File: src/rtl/tmds_channel_decoder.sv
// tmds_channel_decoder: receive side of one TMDS channel.
// Finds word alignment from control-token runs (requesting SERDES bitslips
// while searching). Decodes each symbol into pixel data or a control code.
// Optional feature macro: TMDS_LOSS_CNT_EN adds a saturating loss_count output.
module tmds_channel_decoder #(
    parameter int TOKEN_RUN      = 8,
    parameter int SEARCH_TIMEOUT = 4096,
    parameter int SLIP_WAIT      = 16,
    parameter int LOSS_TIMEOUT   = 65536
) (
    input  logic       pixclk,
    input  logic       rst,
    input  logic [9:0] sym_in,
    output logic       bitslip,
    output logic       aligned,
    output logic       de,
    output logic [7:0] data_out,
    output logic [1:0] ctrl_out
`ifdef TMDS_LOSS_CNT_EN
    ,
    output logic [15:0] loss_count
`endif
);

    localparam int RUN_W  = $clog2(TOKEN_RUN + 1);
    localparam int TMR_W  = $clog2(SEARCH_TIMEOUT + 1);
    localparam int SLIP_W = $clog2(SLIP_WAIT + 1);
    localparam int GAP_W  = $clog2(LOSS_TIMEOUT + 1);

    localparam logic [RUN_W-1:0]  RUN_LAST  = RUN_W'(TOKEN_RUN - 1);
    localparam logic [TMR_W-1:0]  TMR_LAST  = TMR_W'(SEARCH_TIMEOUT - 1);
    localparam logic [SLIP_W-1:0] SLIP_LAST = SLIP_W'(SLIP_WAIT - 1);
    localparam logic [GAP_W-1:0]  GAP_LAST  = GAP_W'(LOSS_TIMEOUT - 1);

    typedef enum logic [1:0] {
        SEARCH = 2'd0,
        SLIP   = 2'd1,
        LOCKED = 2'd2
    } state_t;

    // Returns {hit, code} for the four control tokens (MSB-first symbols).
    function automatic logic [2:0] token_match(input logic [9:0] sym);
        logic [2:0] r;
        case (sym)
            10'b1101010100: r = 3'b1_00;
            10'b0010101011: r = 3'b1_01;
            10'b0101010100: r = 3'b1_10;
            10'b1010101011: r = 3'b1_11;
            default:        r = 3'b0_00;
        endcase
        return r;
    endfunction

    // Undo the TMDS inversion stage, then the XOR/XNOR transition chain.
    function automatic logic [7:0] decode_data(input logic [9:0] sym);
        logic [7:0] d;
        logic [7:0] q;
        d    = sym[9] ? ~sym[7:0] : sym[7:0];
        q[0] = d[0];
        for (int i = 1; i < 8; i++) begin
            q[i] = sym[8] ? (d[i] ^ d[i-1]) : ~(d[i] ^ d[i-1]);
        end
        return q;
    endfunction

    logic [2:0]        match_in;
    logic              tok_in;
    logic [1:0]        code_in;

    logic [9:0]        sym_p1;
    logic              tok_p1;
    logic [1:0]        code_p1;
    logic              vld_p1;

    state_t            state, state_n;
    logic [RUN_W-1:0]  run, run_n;
    logic [TMR_W-1:0]  timer, timer_n;
    logic [SLIP_W-1:0] slip_cnt, slip_cnt_n;
    logic [GAP_W-1:0]  gap, gap_n;
    logic              bitslip_n;

    assign match_in = token_match(sym_in);
    assign tok_in   = match_in[2];
    assign code_in  = match_in[1:0];
    assign aligned  = (state == LOCKED);

    // Stage 1: capture the raw symbol with its token classification.
    always_ff @(posedge pixclk) begin
        if (rst) begin
            sym_p1  <= '0;
            tok_p1  <= 1'b0;
            code_p1 <= '0;
            vld_p1  <= 1'b0;
        end else begin
            sym_p1  <= sym_in;
            tok_p1  <= tok_in;
            code_p1 <= code_in;
            vld_p1  <= 1'b1;
        end
    end

    // Stage 2: decoded outputs; the field not being updated holds its value.
    always_ff @(posedge pixclk) begin
        if (rst) begin
            de       <= 1'b0;
            data_out <= '0;
            ctrl_out <= '0;
        end else if (vld_p1) begin
            if (tok_p1) begin
                de       <= 1'b0;
                ctrl_out <= code_p1;
            end else begin
                de       <= 1'b1;
                data_out <= decode_data(sym_p1);
            end
        end
    end

    // Alignment FSM state and counter registers.
    always_ff @(posedge pixclk) begin
        if (rst) begin
            state    <= SEARCH;
            run      <= '0;
            timer    <= '0;
            slip_cnt <= '0;
            gap      <= '0;
            bitslip  <= 1'b0;
        end else begin
            state    <= state_n;
            run      <= run_n;
            timer    <= timer_n;
            slip_cnt <= slip_cnt_n;
            gap      <= gap_n;
            bitslip  <= bitslip_n;
        end
    end

    // Alignment FSM next-state: lock beats a simultaneous search timeout.
    always_comb begin
        state_n    = state;
        run_n      = run;
        timer_n    = timer;
        slip_cnt_n = slip_cnt;
        gap_n      = gap;
        bitslip_n  = 1'b0;
        case (state)
            SEARCH: begin
                if (tok_in && (run == RUN_LAST)) begin
                    state_n = LOCKED;
                    run_n   = '0;
                    timer_n = '0;
                    gap_n   = '0;
                end else if (timer == TMR_LAST) begin
                    state_n    = SLIP;
                    bitslip_n  = 1'b1;
                    run_n      = '0;
                    timer_n    = '0;
                    slip_cnt_n = '0;
                end else begin
                    timer_n = timer + TMR_W'(1);
                    run_n   = tok_in ? (run + RUN_W'(1)) : '0;
                end
            end
            SLIP: begin
                run_n = '0;
                if (slip_cnt == SLIP_LAST) begin
                    state_n    = SEARCH;
                    timer_n    = '0;
                    slip_cnt_n = '0;
                end else begin
                    slip_cnt_n = slip_cnt + SLIP_W'(1);
                end
            end
            LOCKED: begin
                if (tok_in) begin
                    gap_n = '0;
                end else if (gap == GAP_LAST) begin
                    state_n = SEARCH;
                    timer_n = '0;
                    run_n   = '0;
                    gap_n   = '0;
                end else begin
                    gap_n = gap + GAP_W'(1);
                end
            end
            default: begin
                state_n = SEARCH;
                run_n   = '0;
                timer_n = '0;
                gap_n   = '0;
            end
        endcase
    end

`ifdef TMDS_LOSS_CNT_EN
    logic lost;
    assign lost = (state == LOCKED) && (state_n == SEARCH);

    // Saturating count of lock losses.
    always_ff @(posedge pixclk) begin
        if (rst) begin
            loss_count <= '0;
        end else if (lost && (loss_count != 16'hFFFF)) begin
            loss_count <= loss_count + 16'd1;
        end
    end
`endif

endmodule

File: config.mk
export PLATFORM = sky130hd
export DESIGN_NAME = tmds_channel_decoder
export DESIGN_NICKNAME = d
export VERILOG_FILES = /design/src/rtl/tmds_channel_decoder.sv
export SDC_FILE = /design/constraint.sdc
export NUM_CORES = 1
export LEC_CHECK = 0
export ABC_AREA = 1
export BUFFER_PORTS_ARGS = -buffer_cell sky130_fd_sc_hd__buf_2
export CORE_ASPECT_RATIO = 0.6
export CORE_MARGIN = 2
export CORE_UTILIZATION = 36
export DETAILED_ROUTE_END_ITERATION = 12
export PLACE_DENSITY = 0.51
export SETUP_SLACK_MARGIN = 0.1
export SYNTH_ARGS = -nofsm -noshare
export SYNTH_HDL_FRONTEND = slang
export SYNTH_SLANG_ARGS = --single-unit
export TNS_END_PERCENT = 10
File: constraint.sdc
create_clock -name pixclk -period 1.89 [get_ports pixclk]
set_clock_uncertainty 0.1 [all_clocks]
set_input_delay 0.0945 -clock pixclk [delete_from_list [all_inputs] [get_ports pixclk]]
set_output_delay 0.0945 -clock pixclk [all_outputs]
set_load 0.05 [all_outputs]
* Word-level counts from Yosys, hierarchy flattened *
Cells that the tools add are included.

word-level totals
  output and inout port bits = 13
  word-level logic and storage cells = 101
  register bits = 67
  input port bits = 12

operators by class
  equal/unequal tests = 17
  bitwise operators = 18
  muxes and demuxes = 38
  reductions and logical operators = 11
  $add $sub $neg = 4

operators with widths
  kind                                                   count
  two-way mux 13 bit                                     5
  two-way mux 17 bit                                     3
  one-hot mux 17 bit (3 select lines)                    1
  one-hot mux 13 bit (3 select lines)                    1
  equality test 10 bit, second input constant            2
  two-way mux 4 bit                                      5
  adder 17 x 1 -> 17 bit, second input constant          1
  equality test 17 x 16 -> 1 bit, second input constant  1
  two-way mux 5 bit                                      3
  adder 13 x 1 -> 13 bit, second input constant          1
  equality test 13 x 12 -> 1 bit, second input constant  1
  one-hot mux 3 bit (4 select lines)                     1
  equality test 10 x 8 -> 1 bit, second input constant   1
  equality test 10 x 9 -> 1 bit, second input constant   1
  two-way mux 1 bit                                      10
  two-way mux 2 bit                                      5
  != test 2 bit, second input constant                   5
  inverter 1 bit                                         10
  one-hot mux 5 bit (2 select lines)                     1
  two-way mux 8 bit                                      1
  inverter 8 bit                                         1
  one-hot mux 4 bit (2 select lines)                     1
  AND reduction 2 bit                                    4
  XOR 1 bit                                              7
  15 further kinds                                       16

* Longest topological paths before layout *
  depth in word-level cells = 6
  gate-level depth with buffers = 12
  mapped depth without buffers = 12

* Worst setup path before layout *
No wires, ideal clock.

  path type = register to register
  from = register gap[0]
  to = register run[3]
  buffers on the path = 0
  clock period less this slack = 1.618 ns
  data arrival time = 1.408 ns
  cell stages (with the launch flop) = 11
  required time = 1.680 ns
  setup time = 0.110 ns
  setup slack = 0.272 ns
  path through = dfxtp_1 ha_1 nand2_2 nor2_4 nand2_2 nor2_2 nand3_2 o21bai_4 nand3_1 nand2_1 nor2_2

on the way
  word-level cells in the longest chain between the ends = 3

ends and longest elaborated chain
  element                                  RTL line  source
  from (decl)                              79        logic [GAP_W-1:0] gap, gap_n;
  from (signal assigned)                   133       gap <= gap_n;
  equality test 17 x 16 -> 1 bit           177       end else if (gap == GAP_LAST) begin
  != test 2 x 1 -> 1 bit (no source line)  n/a
  AND reduction 2 bit (no source line)     n/a
  to (signal assigned)                     130       run <= run_n;
  to (decl)                                76        logic [RUN_W-1:0] run, run_n;

No other way between the ends.
A chain may end at the register's enable or synchronous reset.

* Worst setup path after layout *
  from = register gap[0]
  to = register timer[6]

on the way
  word-level cells in the longest chain between the ends = 3

ends and longest elaborated chain
  element                                  RTL line  source
  equality test 17 x 16 -> 1 bit           177
  != test 2 x 1 -> 1 bit (no source line)  n/a
  AND reduction 3 bit (no source line)     n/a
  to (signal assigned)                     131       timer <= timer_n;
  to (decl)                                77        logic [TMR_W-1:0] timer, timer_n;

No other way between the ends.

==> out/qor.yml <==
final-seq-area_um2: 1350
synth_area_um2: 3600
yosysUniqueCellTypes: 39
hold_path_class: "in2reg"
reg2reg_from: "gap[0]$_SDFFE_PP0P_"
cp-end-kind: "flop"
multi_input_area_um2: 2030
p_leak_nw: 1.93
yosys_warnings: 0
dpl_cell_area_um2: 3930
h-tree-depth: 3
tightest_slew_ns: 0.401
rsz0062_at_grt: "true"
whs_path_depth: 2
syn_area_per_cell_um2: 7.05
place_ws_ns: 0.116
fin_cells: 712
max_freq_ghz: 0.596
gp_congestion: 0.916
hold_viol: 0
dr.pass1.iters: 4
grt_first_pass_wirelength_um: 14900
crit_required_ns: 2.00
cts_buffers: 9
status: "finished, final reports clean"
critPathMaxFanout: 10
fin_crit_ns: 1.68
diodes: 0
ir_worst_vdd_v: 0.000462
maxSlewHeadroom: 0.733
dr_total_vias: 3406
min-delay-start: "rst"
clkSinkCount: 67
ys_seq_area_frac: 0.372
post-route-cell-area_um2: 4560
initial_core_util: 0.367
intPower_w: 0.00264
pwr-share-clk: 0.502
grt.total_usage: 0.176
ff2ff_setup_slack_ns: 0.21
drive_gt1_frac: 0.211
overflow: 0
drc: 0
syn_inst: 511
combPwrFrac: 0.074
slew_violations: 0
clk_latency_ns: 0.33
dieArea_um2: 10900
cts_buffer_depth: 2
r2r_cells: 8
io_buffer_count: 24
r2r_end: "timer[6]$_SDFFE_PP0P_"
pwr-share-seq: 0.424
tns_ns: 0
cts_root_buffer: "clkbuf_16"
final.period_utilization: 0.888
arrival_ns: 1.78
via_per_inst: 4.78
postRouteAntennaNets: 0
power_density_nw_per_um2: 760
start_kind: "flop"
rows: 28
drv_cap: 0
fin_ws_ns: 0.212
coreArea_um2: 9810
dpl.hpwl_um: 6420
hold_end: "sym_p1[0]$_SDFF_PP0_"
setup_viol: 0
wl_um: 9010
grt_pass1_vias: 3041
die_width_um: 133
dp.cells: 672
critPathKind: "reg2reg"
drtIter0Drc: 225
wire_per_inst_um: 12.7
ys_ff_latch: 67
die_y_um: 81.5
syn_nets: 527
cts_tree: "built"
num-fill-cells: 1008
sw_frac_of_total: 0.239
nets: 588
grt_max_degree: 23
synthToLayoutAreaGrowth_pct: 26.5
clkTransAtPathRegs_ns: 0.06
pin_count: 25
antenna_found_initial: 0
p_switching_w: 0.000827
## critical path, cell delays in order, from the launching register on
cell,delay [ns]
dfxtp_1,0.37
ha_4,0.18
nand3_1,0.09
nor2_2,0.17
nand3_2,0.14
a21oi_4,0.22
nand2_4,0.12
nand2_1,0.10
a21oi_1,0.06
## cell usage after synthesis
library cell	instances	area, um2
nor2_1	72	270
ha_1	4	50.1
nand3_4	2	35.0
o21bai_4	1	18.8
buf_8	1	15.0
nand4_1	8	50.1
nor2_8	1	20.0
buf_6	1	11.3
nor2_4	2	22.5
o21ai_1	3	15.0
and3_1	1	6.26
nand2_4	2	22.5
o21ai_0	15	75.1
o21ai_2	1	8.76
or2_1	1	6.26
dfxtp_1	67	1340
nor3_1	1	5.00
and2_1	1	6.26
xnor2_1	6	52.6
nor3_2	1	10.0
and2_2	1	7.51
nand3b_1	2	15.0
a21oi_1	39	195
nand2_2	7	43.8
o21bai_1	1	7.51
inv_2	7	26.3
nand2_1	97	364
a21oi_2	2	17.5
xor2_1	23	201
nor2_2	9	56.3
clkbuf_1	7	26.3
a21oi_4	1	16.3
inv_4	1	6.26
o22ai_1	1	6.26
nand3_2	4	40.0
inv_1	49	184
or2_2	3	18.8
nand3_1	62	310
buf_2	4	20.0
## flip-flops by register name, indices dropped and copies added (netlist names)
signal / flops
tok_p1: 1
sym_p1: 10
data_out: 8
code_p1: 2
vld_p1: 1
bitslip: 1
slip_cnt: 5
ctrl_out: 2
de: 1
run: 4
state: 2
timer: 13
gap: 17
## how the worst max path moves through the flow
stage,cells after the start,start,endpoint,slack [ns]
4_1_cts,12,timer[1]$_SDFFE_PP0P_,slip_cnt[4]$_SDFFE_PP0P_,0.11
2_1_floorplan,10,gap[0]$_SDFFE_PP0P_,run[3]$_SDFFE_PP0P_,0.27
6_report,8,gap[0]$_SDFFE_PP0P_,timer[6]$_SDFFE_PP0P_,0.21
3_5_place_dp,12,timer[1]$_SDFFE_PP0P_,slip_cnt[4]$_SDFFE_PP0P_,0.12
3_3_place_gp,12,timer[1]$_SDFFE_PP0P_,slip_cnt[4]$_SDFFE_PP0P_,0.16
5_1_grt,11,sym_in[4],gap[2]$_SDFFE_PP0P_,0.08
## placed cells by master (no fill, tap or decap), types with 4 or more instances in the layout
cell type       n
dfxtp_2         6
nor2_1         69
xnor2_1         6
dfxtp_1        61
nand4_1         8
buf_4          20
o21ai_0        15
nand2_2         9
a21oi_1        39
buf_2          24
dlygate4sd3_1  17
nand2_1        94
nor2_2         12
inv_2           7
nand3_1        61
xor2_1         23
clkbuf_16       9
nand3_2         4
inv_1          49
## per-layer routing
layer	GRT usage	wire, um	vias up
met2	0.247	3360	76
met4	0.0553	112	0
met3	0.0389	497	12
met1	0.266	5040	1553
met5	0	0	-
li1	-	-	1765
## power by group through the flow
stage	Clock (W)	Combinational, W	Sequential, W
after CTS	0.00179	0.000249	0.00147
final	0.00174	0.000255	0.00147
after global placement	0	0.000221	0.00150
after global routing	0.00185	0.000282	0.00147
after detailed placement	0	0.000222	0.00150
after floorplan	0	0.0000970	0.00156
## final cells by class
| class | instances | area share |
|---|---|---|
| clock buffers | 11 | 0.0554 |
| clock inverters | 5 | 0.0134 |
| well taps | 135 | 0.0370 |
| multi-input cells | 374 | 0.446 |
| inverters | 57 | 0.0475 |
| repair buffers | 63 | 0.105 |
| flip-flops and latches | 67 | 0.296 |
## kinds of logic after synthesis
group           after synthesis  synth area share
simple gates                277             0.363
fa+ha+maj                     4            0.0139
flops                        67             0.372
compound gates               64             0.100
xor+xnor                     29            0.0705
buf+inv                      70            0.0802
## metrics by stage
stage | total power, W | utilization | hold slack (ns)
finish | 0.00347 | 0.465 | 0.0455
global route | 0.00361 | 0.465 | 0.0477
CTS | 0.00351 | 0.450 | 0.00637
detailed placement | 0.00172 | 0.401 | 0.232
global placement | 0.00172 | 0.401 | 0.232
floorplan | 0.00165 | - | 0.109
## what timing repair did
action / in CTS / in global routing
setup buffers: 0 / 7
hold buffers: 17 / 0
resized for setup: 0 / 19
setup endpoints to repair: 0 / 41
endpoints found under the hold margin: 10 / 0
No activity file was read; power rests on OpenSTA's default activity.
